===== src/rtl/md_pkg.sv =====
// Shared definitions for the multiply/divide unit.
// Holds the op encodings, the FSM state encodings and the default data width.
// The control-unit decoder imports this package so that it uses the same op codes.
package md_pkg;

    localparam int W_DEF     = 32;
    localparam int CNT_W_DEF = 5;

    typedef enum logic [1:0] {
        OP_MULT  = 2'b00,
        OP_MULTU = 2'b01,
        OP_DIV   = 2'b10,
        OP_DIVU  = 2'b11
    } op_e;

    typedef enum logic [1:0] {
        S_IDLE = 2'b00,
        S_CALC = 2'b01,
        S_FIX  = 2'b10
    } state_e;

    // Signed ops take magnitudes of their operands; unsigned ops use them raw.
    function automatic logic op_is_signed(input logic [1:0] op);
        return (op == OP_MULT) || (op == OP_DIV);
    endfunction

    function automatic logic op_is_div(input logic [1:0] op);
        return (op == OP_DIV) || (op == OP_DIVU);
    endfunction

endpackage


===== src/rtl/mult_div_unit_if.sv =====
// Handshake / operand bus between the control unit and the multiply/divide unit.
//   start, op, A, B    : operation request and operands (from DR1/DR2)
//   wr_hi, wr_lo, DW   : direct HI/LO load (MTHI/MTLO)
//   busy, done, hi, lo : status and architectural HI/LO
// master = requester (control unit), slave = mult_div_unit.
interface mult_div_unit_if #(
    parameter int W = 32
);
    logic         start;
    logic [1:0]   op;
    logic [W-1:0] A;
    logic [W-1:0] B;
    logic         wr_hi;
    logic         wr_lo;
    logic [W-1:0] DW;
    logic         busy;
    logic         done;
    logic [W-1:0] hi;
    logic [W-1:0] lo;

    modport master (
        output start, op, A, B, wr_hi, wr_lo, DW,
        input  busy, done, hi, lo
    );

    modport slave (
        input  start, op, A, B, wr_hi, wr_lo, DW,
        output busy, done, hi, lo
    );
endinterface


===== src/rtl/md_iter_core.sv =====
// Iterative datapath for unsigned magnitudes: one shift-add (multiply) or one
// restoring-subtract (divide) step per enabled cycle.
// Ports:
//   clk, rst_n      : clock, synchronous active-low reset
//   load            : initialise acc=0, sreg=a_mag, opnd=b_mag
//   step            : perform one iteration
//   is_div          : select restoring divide instead of shift-add multiply
//   a_mag, b_mag    : unsigned operand magnitudes
//   acc_out         : multiply: product high half; divide: remainder
//   sreg_out        : multiply: product low half;  divide: quotient
module md_iter_core #(
    parameter int W = 32
) (
    input  logic         clk,
    input  logic         rst_n,
    input  logic         load,
    input  logic         step,
    input  logic         is_div,
    input  logic [W-1:0] a_mag,
    input  logic [W-1:0] b_mag,
    output logic [W-1:0] acc_out,
    output logic [W-1:0] sreg_out
);

    // acc carries one extra bit so the multiply add never loses its carry.
    logic [W:0]   acc_reg, acc_next;
    logic [W-1:0] sreg_reg, sreg_next;
    logic [W-1:0] opnd_reg;

    logic [W:0]   sum;
    logic [W:0]   rem_sh;
    logic [W+1:0] diff;

    always_comb begin
        sum       = acc_reg + {1'b0, opnd_reg};
        // Restoring divide: shift the next dividend bit into the partial remainder.
        rem_sh    = {acc_reg[W-1:0], sreg_reg[W-1]};
        // Two guard bits so a shifted remainder >= 2^W still yields a correct borrow.
        diff      = {1'b0, rem_sh} - {2'b00, opnd_reg};
        acc_next  = acc_reg;
        sreg_next = sreg_reg;
        if (is_div) begin
            if (!diff[W+1]) begin
                acc_next  = diff[W:0];
                sreg_next = {sreg_reg[W-2:0], 1'b1};
            end else begin
                acc_next  = rem_sh;
                sreg_next = {sreg_reg[W-2:0], 1'b0};
            end
        end else begin
            // Right-shifting {acc, sreg}: multiplier bits leave sreg while
            // product bits fill it from the top.
            if (sreg_reg[0]) begin
                acc_next  = {1'b0, sum[W:1]};
                sreg_next = {sum[0], sreg_reg[W-1:1]};
            end else begin
                acc_next  = {1'b0, acc_reg[W:1]};
                sreg_next = {acc_reg[0], sreg_reg[W-1:1]};
            end
        end
    end

    always_ff @(posedge clk) begin
        if (!rst_n) begin
            acc_reg  <= '0;
            sreg_reg <= '0;
            opnd_reg <= '0;
        end else if (load) begin
            acc_reg  <= '0;
            sreg_reg <= a_mag;
            opnd_reg <= b_mag;
        end else if (step) begin
            acc_reg  <= acc_next;
            sreg_reg <= sreg_next;
        end
    end

    assign acc_out  = acc_reg[W-1:0];
    assign sreg_out = sreg_reg;

endmodule


===== src/rtl/mult_div_unit.sv =====
// MIPS-style multi-cycle MULT/MULTU/DIV/DIVU unit with architectural HI/LO.
// A start accepted in IDLE runs W iterations in CALC, then FIX applies sign
// correction and writes HI/LO with a one-cycle done pulse: result is visible
// 33 edges after the start-sampling edge for every op.
// Ports:
//   clk   : system clock, rising edge
//   rst_n : synchronous active-low reset
//   bus   : mult_div_unit_if slave (start/op/A/B, wr_hi/wr_lo/DW, busy/done/hi/lo)
module mult_div_unit
    import md_pkg::*;
#(
    parameter int W     = W_DEF,
    parameter int CNT_W = CNT_W_DEF
) (
    input  logic              clk,
    input  logic              rst_n,
    mult_div_unit_if.slave    bus
);

    state_e             state_reg, state_next;
    logic [CNT_W-1:0]   cnt_reg;
    op_e                op_reg;
    logic [W-1:0]       a_reg;
    logic               neg_reg;      // product / quotient must be negated
    logic               a_sign_reg;   // remainder takes the dividend's sign
    logic               b_zero_reg;
    logic [W-1:0]       hi_reg, lo_reg;
    logic               done_reg;

    logic               start_accept;
    logic               hilo_wr;
    logic               core_step;
    logic               fix;

    logic               a_neg, b_neg;
    logic [W-1:0]       a_mag, b_mag;
    logic [W-1:0]       core_acc, core_sreg;
    logic [2*W-1:0]     product, product_fix;
    logic [W-1:0]       quot_fix, rem_fix;
    logic               is_div;

    // Operand conditioning for the request presented this cycle.
    always_comb begin
        a_neg = op_is_signed(bus.op) && bus.A[W-1];
        b_neg = op_is_signed(bus.op) && bus.B[W-1];
        a_mag = a_neg ? (~bus.A + 1'b1) : bus.A;
        b_mag = b_neg ? (~bus.B + 1'b1) : bus.B;
    end

    assign is_div = op_is_div(op_reg);

    md_iter_core #(.W(W)) u_core (
        .clk      (clk),
        .rst_n    (rst_n),
        .load     (start_accept),
        .step     (core_step),
        .is_div   (is_div),
        .a_mag    (a_mag),
        .b_mag    (b_mag),
        .acc_out  (core_acc),
        .sreg_out (core_sreg)
    );

    // Sign correction of the raw magnitude results.
    always_comb begin
        product     = {core_acc, core_sreg};
        product_fix = neg_reg ? (~product + 1'b1) : product;
        quot_fix    = neg_reg ? (~core_sreg + 1'b1) : core_sreg;
        rem_fix     = a_sign_reg ? (~core_acc + 1'b1) : core_acc;
    end

    // FSM state register
    always_ff @(posedge clk) begin
        if (!rst_n) begin
            state_reg <= S_IDLE;
        end else begin
            state_reg <= state_next;
        end
    end

    // FSM next-state and control strobes
    always_comb begin
        state_next   = state_reg;
        start_accept = 1'b0;
        hilo_wr      = 1'b0;
        core_step    = 1'b0;
        fix          = 1'b0;
        case (state_reg)
            S_IDLE: begin
                if (bus.start) begin
                    start_accept = 1'b1;
                    state_next   = S_CALC;
                end else begin
                    // MTHI/MTLO only when no op is being launched.
                    hilo_wr = 1'b1;
                end
            end
            S_CALC: begin
                core_step = 1'b1;
                if (cnt_reg == CNT_W'(W - 1)) begin
                    state_next = S_FIX;
                end
            end
            S_FIX: begin
                fix        = 1'b1;
                state_next = S_IDLE;
            end
            default: begin
                state_next = S_IDLE;
            end
        endcase
    end

    // Operation context, iteration counter, HI/LO and done pulse
    always_ff @(posedge clk) begin
        if (!rst_n) begin
            cnt_reg    <= '0;
            op_reg     <= OP_MULT;
            a_reg      <= '0;
            neg_reg    <= 1'b0;
            a_sign_reg <= 1'b0;
            b_zero_reg <= 1'b0;
            hi_reg     <= '0;
            lo_reg     <= '0;
            done_reg   <= 1'b0;
        end else begin
            done_reg <= 1'b0;

            if (start_accept) begin
                op_reg     <= op_e'(bus.op);
                a_reg      <= bus.A;
                neg_reg    <= a_neg ^ b_neg;
                a_sign_reg <= a_neg;
                b_zero_reg <= (bus.B == '0);
                cnt_reg    <= '0;
            end else if (core_step) begin
                cnt_reg <= cnt_reg + 1'b1;
            end

            if (hilo_wr) begin
                if (bus.wr_hi) begin
                    hi_reg <= bus.DW;
                end
                if (bus.wr_lo) begin
                    lo_reg <= bus.DW;
                end
            end

            if (fix) begin
                done_reg <= 1'b1;
                if (is_div) begin
                    if (b_zero_reg) begin
                        // Divide by zero: dividend passes to HI, LO saturates to ones.
                        hi_reg <= a_reg;
                        lo_reg <= '1;
                    end else begin
                        hi_reg <= rem_fix;
                        lo_reg <= quot_fix;
                    end
                end else begin
                    hi_reg <= product_fix[2*W-1:W];
                    lo_reg <= product_fix[W-1:0];
                end
            end
        end
    end

    assign bus.busy = (state_reg != S_IDLE);
    assign bus.done = done_reg;
    assign bus.hi   = hi_reg;
    assign bus.lo   = lo_reg;

endmodule


===== src/flat_wrapper.sv =====
// flat-port wrapper written by rule: the top's interface ports become plain ports
module mult_div_unit_flat import md_pkg::*;
#(
    parameter int W     = W_DEF,
    parameter int CNT_W = CNT_W_DEF
)
  (clk, rst_n, bus_start, bus_op, bus_A, bus_B, bus_wr_hi, bus_wr_lo, bus_DW, bus_busy, bus_done, bus_hi, bus_lo);
  mult_div_unit_if #(.W(W)) bus_i ();
  input  logic clk;
  input  logic rst_n;
  input wire logic [$bits(bus_i.start)-1:0] bus_start;
  input wire logic [$bits(bus_i.op)-1:0] bus_op;
  input wire logic [$bits(bus_i.A)-1:0] bus_A;
  input wire logic [$bits(bus_i.B)-1:0] bus_B;
  input wire logic [$bits(bus_i.wr_hi)-1:0] bus_wr_hi;
  input wire logic [$bits(bus_i.wr_lo)-1:0] bus_wr_lo;
  input wire logic [$bits(bus_i.DW)-1:0] bus_DW;
  output wire logic [$bits(bus_i.busy)-1:0] bus_busy;
  output wire logic [$bits(bus_i.done)-1:0] bus_done;
  output wire logic [$bits(bus_i.hi)-1:0] bus_hi;
  output wire logic [$bits(bus_i.lo)-1:0] bus_lo;
  assign bus_i.start = bus_start;
  assign bus_i.op = bus_op;
  assign bus_i.A = bus_A;
  assign bus_i.B = bus_B;
  assign bus_i.wr_hi = bus_wr_hi;
  assign bus_i.wr_lo = bus_wr_lo;
  assign bus_i.DW = bus_DW;
  assign bus_busy = bus_i.busy;
  assign bus_done = bus_i.done;
  assign bus_hi = bus_i.hi;
  assign bus_lo = bus_i.lo;
  mult_div_unit #(.W(W), .CNT_W(CNT_W)) u_core (.clk(clk), .rst_n(rst_n), .bus(bus_i));
endmodule

===== config.mk =====
export PLATFORM = sky130hd
export DESIGN_NAME = mult_div_unit_flat
export DESIGN_NICKNAME = d
export VERILOG_FILES = /design/src/rtl/md_pkg.sv /design/src/rtl/mult_div_unit_if.sv /design/src/rtl/md_iter_core.sv /design/src/rtl/mult_div_unit.sv /design/src/flat_wrapper.sv
export SDC_FILE = /design/constraint.sdc
export NUM_CORES = 1
export LEC_CHECK = 0
export BUFFER_PORTS_ARGS = -buffer_cell sky130_fd_sc_hd__buf_2
export CORE_MARGIN = 2
export CORE_UTILIZATION = 25
export DETAILED_ROUTE_END_ITERATION = 10
export GPL_TIMING_DRIVEN = 0
export PLACE_DENSITY = 0.46
export SYNTH_ARGS = -nofsm -noshare
export SYNTH_HDL_FRONTEND = slang
export SYNTH_SLANG_ARGS = --single-unit

===== constraint.sdc =====
create_clock -name clk -period 3.4 [get_ports clk]
set_input_delay 0.17 -clock clk [delete_from_list [all_inputs] [get_ports clk]]
set_output_delay 0.17 -clock clk [all_outputs]
set_load 0.1 [all_outputs]

* Word level (Yosys, flattened, before mapping)
Cells that the tools add are included.
** Word-level totals
- Memories :: 0
- Bits in latches :: 0
- ROM bits :: 0
- Memory bits (writable) :: 0
- Output and inout port bits :: 66
- Register bits :: 206
- Word-level logic and storage cells :: 85
- Input bits :: 103
** Operators by class
- Reduce and logical (&&, ||, !) cells :: 16
- Order comparisons :: 0
- Add/subtract/negate cells :: 8
- Divide/modulo/power cells :: 0
- Muxes and demuxes :: 33
- Shifts and indexed selects :: 0
- Eq/ne operators :: 8
- Bitwise gates (word level) :: 7
- Multipliers :: 0
** Operators with widths (number)
- $mux W32 :: 19
- $add A32 B1 Y32 const B :: 4
- $not A32 Y32 :: 4
- $mux W33 :: 2
- $add A64 B1 Y64 const B :: 1
- $mux W64 :: 1
- $not A64 Y64 :: 1
- $sub A33 B32 Y34 :: 1
- $add A33 B32 Y33 :: 1
- $logic_not A32 Y1 :: 1
- $reduce_bool A2 Y1 :: 5
- $eq A2 B2 Y1 const B :: 4
- $mux W1 :: 8
- $reduce_and A2 Y1 :: 3
- $add A5 B1 Y5 const B :: 1
- $eq A5 B5 Y1 const B :: 1
- $logic_not A2 Y1 :: 2
- $mux W2 :: 2
- $pmux W2 S2 :: 1
- $eq A2 B1 Y1 const B :: 1
- $logic_and A1 B1 Y1 :: 2
- $logic_or A1 B1 Y1 :: 2
- $ne A2 B1 Y1 const B :: 1
- $ne A2 B2 Y1 const B :: 1
- other kinds (3) :: 3

* Depth between registers and ports, before layout
- Word-level depth :: 6
- Depth in mapped cells :: 15
- Gate-level depth less buffers :: 13

* By module
From an unflattened synthesis, not the netlist that was laid out.
** Second synthesis, totals
- Cells, all modules :: 2334
- Area, all modules :: 17367.9 um2
** Modules (own cells, without submodules)
- md_iter_core :: seq. area each 1941.9 um2, area each 8800.9 um2, times used 1, cells each 1133
- mult_div_unit :: seq. area each 2162.1 um2, area each 8567.0 um2, times used 1, cells each 1201

* Worst setup path after synthesis
No wires, ideal clock.
- Kind :: flip-flop to flip-flop
- Start :: register u_core.u_core.acc_reg[0]
- End :: register u_core.u_core.acc_reg[31]
- Cell stages (with the launch flop) :: 13
- Required time :: 3.268 ns
- Path slack :: 0.186 ns
- Arrival time :: 3.081 ns
- Setup time :: 0.132 ns
- Path through :: dfxtp_1 > ha_1 > fa_1 > a21o_1 > a221oi_1 > nor2_1 > a31oi_1 > o2bb2ai_1 > o41ai_1 > o21ai_0 > a21oi_1 > o41a_1 > a21oi_1
** Between the ends
- Cells in the longest elaborated chain, start to end :: 3
** Ends and longest elaborated chain
- start: declaration :: RTL line md_iter_core.sv:26 : logic [W:0] acc_reg, acc_next;
- start signal: assignment :: RTL line md_iter_core.sv:73 : acc_reg <= acc_next;
- $add A33 B32 Y33 or $sub A33 B32 Y34 (tied branches) :: RTL line md_iter_core.sv:35, md_iter_core.sv:39
- $mux W32 or $mux W33 (tied branches) :: RTL line md_iter_core.sv:53, md_iter_core.sv:43
- $mux W33 (*) :: RTL line md_iter_core.sv:42 : if (is_div) begin
Mark *: on every way between the ends. The rest lies on a longest branch, timed or not.
A chain may end at the register's enable or synchronous reset.

* Final worst setup path
- Start :: register u_core.u_core.sreg_reg[19] (netlist: u_core.u_core.sreg_out[19])
- End :: register u_core.hi_reg[28] (netlist: u_core.bus.hi[28])
** Between the ends
- Cells in the longest elaborated chain, start to end :: 5
** Ends and longest elaborated chain
- start: declaration :: RTL line md_iter_core.sv:27 : logic [W-1:0] sreg_reg, sreg_next;
- start signal: assignment :: RTL line md_iter_core.sv:70 : sreg_reg <= a_mag;
- start signal: assignment :: RTL line md_iter_core.sv:74 : sreg_reg <= sreg_next;
- $not A64 Y64 :: RTL line mult_div_unit.sv:67 : product_fix = neg_reg ? (~product + 1'b1) : product;
- $add A64 B1 Y64 :: RTL line mult_div_unit.sv:67
- $mux W64 :: RTL line mult_div_unit.sv:67
- $mux W32 :: RTL line mult_div_unit.sv:151 : if (is_div) begin
- $mux W32 :: RTL line mult_div_unit.sv:149 : if (fix) begin
- end signal: assignment :: RTL line mult_div_unit.sv:154 : hi_reg <= a_reg;
- end signal: assignment :: RTL line mult_div_unit.sv:157 : hi_reg <= rem_fix;
- end signal: assignment :: RTL line mult_div_unit.sv:161 : hi_reg <= product_fix[2*W-1:W];
- end: declaration :: RTL line mult_div_unit.sv:27 : logic [W-1:0] hi_reg, lo_reg;
No other way between the ends.

==> flow_summary_export.csv <==
group,metric,value,unit
run_status,status,"finished with violations",
run_status,violations,"setup timing",
clock_tree,insertion_delay,570,ps
timing,max-slew-margin-rel,0.133,
timing,skew,16.5,ps
setup_path,critPathMaxFanout,10,
routing,ant_nets,0,
finish,largest_reg_flops,33,
setup_path,worstPathArrival,3920,ps
clock_tree,clk_pin_slew,60,ps
run,drv_cap,0,
power,p_total,0.00804,W
floorplan,die_w,258,um
routing,vias,17823,
routing,wl_met1,33500,um
floorplan,initial_core_util,0.252,
timing,worst_pin_slew,1300,ps
synth,seq_area_frac_synth,0.254,
finish,multi_input_area,11700,sq um
timing,fin_crit,3470,ps
clock_tree,cts_buffers,26,
global_route,gr-total-overflow,0,
power,powerDensity,398,nW/um^2
placed_design,dpl_worst_slack,-1600,ps
placed_design,io_buffer_count,168,
finish,layout-drive-gt1-share,0.155,
setup_path,endpoint_kind,"register",
timing,slew_viol_final,0,
finish,final_util,0.315,
routing,drt_iter0_markers,1723,
global_route,grt_max_degree,17,
finish,regArea,4120,sq um
synth,synth.top_cell.area_share,0.254,
clock_tree,numClockSinks,205,
synth,syn_inst,2154,
finish,fillers,7008,
global_route,grt_pass1_vias,16985,
routing,via_per_inst,5.40,
routing,routedWlPerCell,23.1,um
synth,synth.most_common_cell,"nand2_1",
routing,route.met2.wl,34800,um
synth,ys_top_cells_by_area,"dfxtp_1 25%, nand2_1 6.5%, a21oi_1 6.5%",
synth,synth.cell_area,16200,sq um
setup_path,critical_path.startpoint_type,"register",
synth,yosys_warnings,0,
finish,fin_nets,2600,
floorplan,fp.dieArea,66800,sq um
timing,final.setup.worst_slack,-70.0,ps
setup_path,path_class,"reg2reg",
floorplan,core_area,64200,sq um
power,ir_drop,327,uV
timing,fmax,288,MHz
synth,yosys.area.top_type,"dfxtp_1",
clock_tree,clockBufferDepth,3,
power,p_leak,7.95,nW
timing,setup_viol,4,
timing,hold_violations,0,
min_path,hold_class,"in2reg",
routing,routed-wl-met3,5310,um
synth,syn-num-nets,2329,
clock_tree,cts_root_buf,"clkbuf_16",
finish,design_area,20200,sq um
routing,firstDrtPassIters,5,
clock_tree,cts_tree,"done",
synth,synth_ff_type,"dfxtp_1",
routing,drc,0,
clock_tree,htree_num_levels,1,
placed_design,dp_hpwl,59500,um
finish,area_growth_syn_to_layout,25.0,%
placed_design,place_area,18100,sq um
floorplan,die_h,258,um
global_route,grt_antenna_before_repair,1,
global_route,grt_usage,0.219,
synth,ys_ff_latch,205,
routing,wl,76100,um
routing,top_layer,"met4",
synth,synth-edff-count,0,
synth,synthTopCellsByCount,"281 x nand2_1, 210 x a21oi_1, 205 x dfxtp_1",
placed_design,place_congestion,0.926,
synth,synth_cell_type_count,72,
timing,period_share,1.02,
setup_path,cp.required,3850,ps
timing,tns,-136,ps
floorplan,placementRows,93,
floorplan,io_pins,169,
synth,synthArstFlopShare,0,
global_route,grt_pass1_wl,112000,um
synth,syn_avg_cell_area,7.51,sq um
timing,grt_setup_unrepaired,"yes",
[per-layer routing]
layer | up-vias | track usage
li1 | 8348 | -
met1 | 8678 | 0.300
met2 | 689 | 0.360
met3 | 108 | 0.0264
met4 | 0 | 0.0686
met5 | - | 0
[layout by cell type (no fill, tap or decap), drive strengths merged, types with 23 or more instances in the layout]
cell type / count
inv: 62
nand2: 281
o221ai: 54
clkbuf: 171
a21oi: 210
xnor2: 109
a211oi: 43
ha: 70
nor2: 148
nand2b: 23
o211ai: 24
buf: 214
mux2: 26
nor3: 28
a21boi: 58
dlygate4sd3: 62
nor2b: 44
xor2: 86
nand3: 30
o211a: 35
dfxtp: 205
o21ai: 133
o31ai: 23
[logic make-up after synthesis]
family                     synth area share
AOI/OAI and AO/OA                     0.301
DFF                                   0.254
buffers and inverters                0.0551
and+or+nand+nor                       0.198
adders and majority gates            0.0566
xor gates and xnor gates              0.106
muxes                                0.0298
[where the power goes]
| group | leakage [nW] | internal (W) | total, W | switching, W |
|---|---|---|---|---|
| sequential | 1.68 | 0.00256 | 0.00276 | 0.000201 |
| clock | 0.424 | 0.00163 | 0.00283 | 0.00120 |
| combinational | 5.84 | 0.000822 | 0.00246 | 0.00164 |
| total | 7.95 | 0.00501 | 0.00804 | 0.00304 |
[worst max-delay path: stages, from the launching register on]
cell and delay, ps:
dfxtp_2 350, or4_4 560, nor4b_4 290, or4b_4 500
or4_4 520, buf_12 190, o41ai_4 290, xor2_1 210
nor2_1 80, a21oi_2 260, o21ai_1 90
[through the flow]
stage	hold slack [ps]	cells
detailed placement	458	3177
floorplan	315	2154
global route	14.0	3300
finish	7.78	3300
CTS	0.529	3295
global placement	453	3177
[final timing paths]
kind	startpoint	to	slack [ps]	cells after the start
worst max-delay path	u_core.u_core.sreg_out[19]	u_core.bus.hi[28]	-70	10
worst min-delay path	bus_DW[8]	u_core.bus.hi[8]	8	3
worst max register to register	u_core.u_core.sreg_out[19]	u_core.bus.hi[28]	-70	10
worst min register to register	u_core.bus.lo[3]	u_core.bus.lo[3]	460	2
[area by class of cell]
| cell class | count | share of cell area |
|---|---|---|
| diodes | 1 | 0.000124 |
| multi-input cells | 1719 | 0.577 |
| clock inverters | 10 | 0.00439 |
| plain buffers | 161 | 0.0327 |
| clock buffers | 37 | 0.0377 |
| repair buffers | 249 | 0.0793 |
| well taps | 855 | 0.0529 |
| inverters | 63 | 0.0119 |
| flip-flops and latches | 205 | 0.204 |
[what timing repair did]
action | 4_1_cts | 5_1_grt
hold buffers | 62 | 0
gates resized for setup | 88 | 69
pin swaps | 11 | 15
endpoints found under the setup margin | 75 | 54
buffers inserted | 13 | 6
hold endpoints to repair | 86 | 0
(Power assumes the default switching activity.)
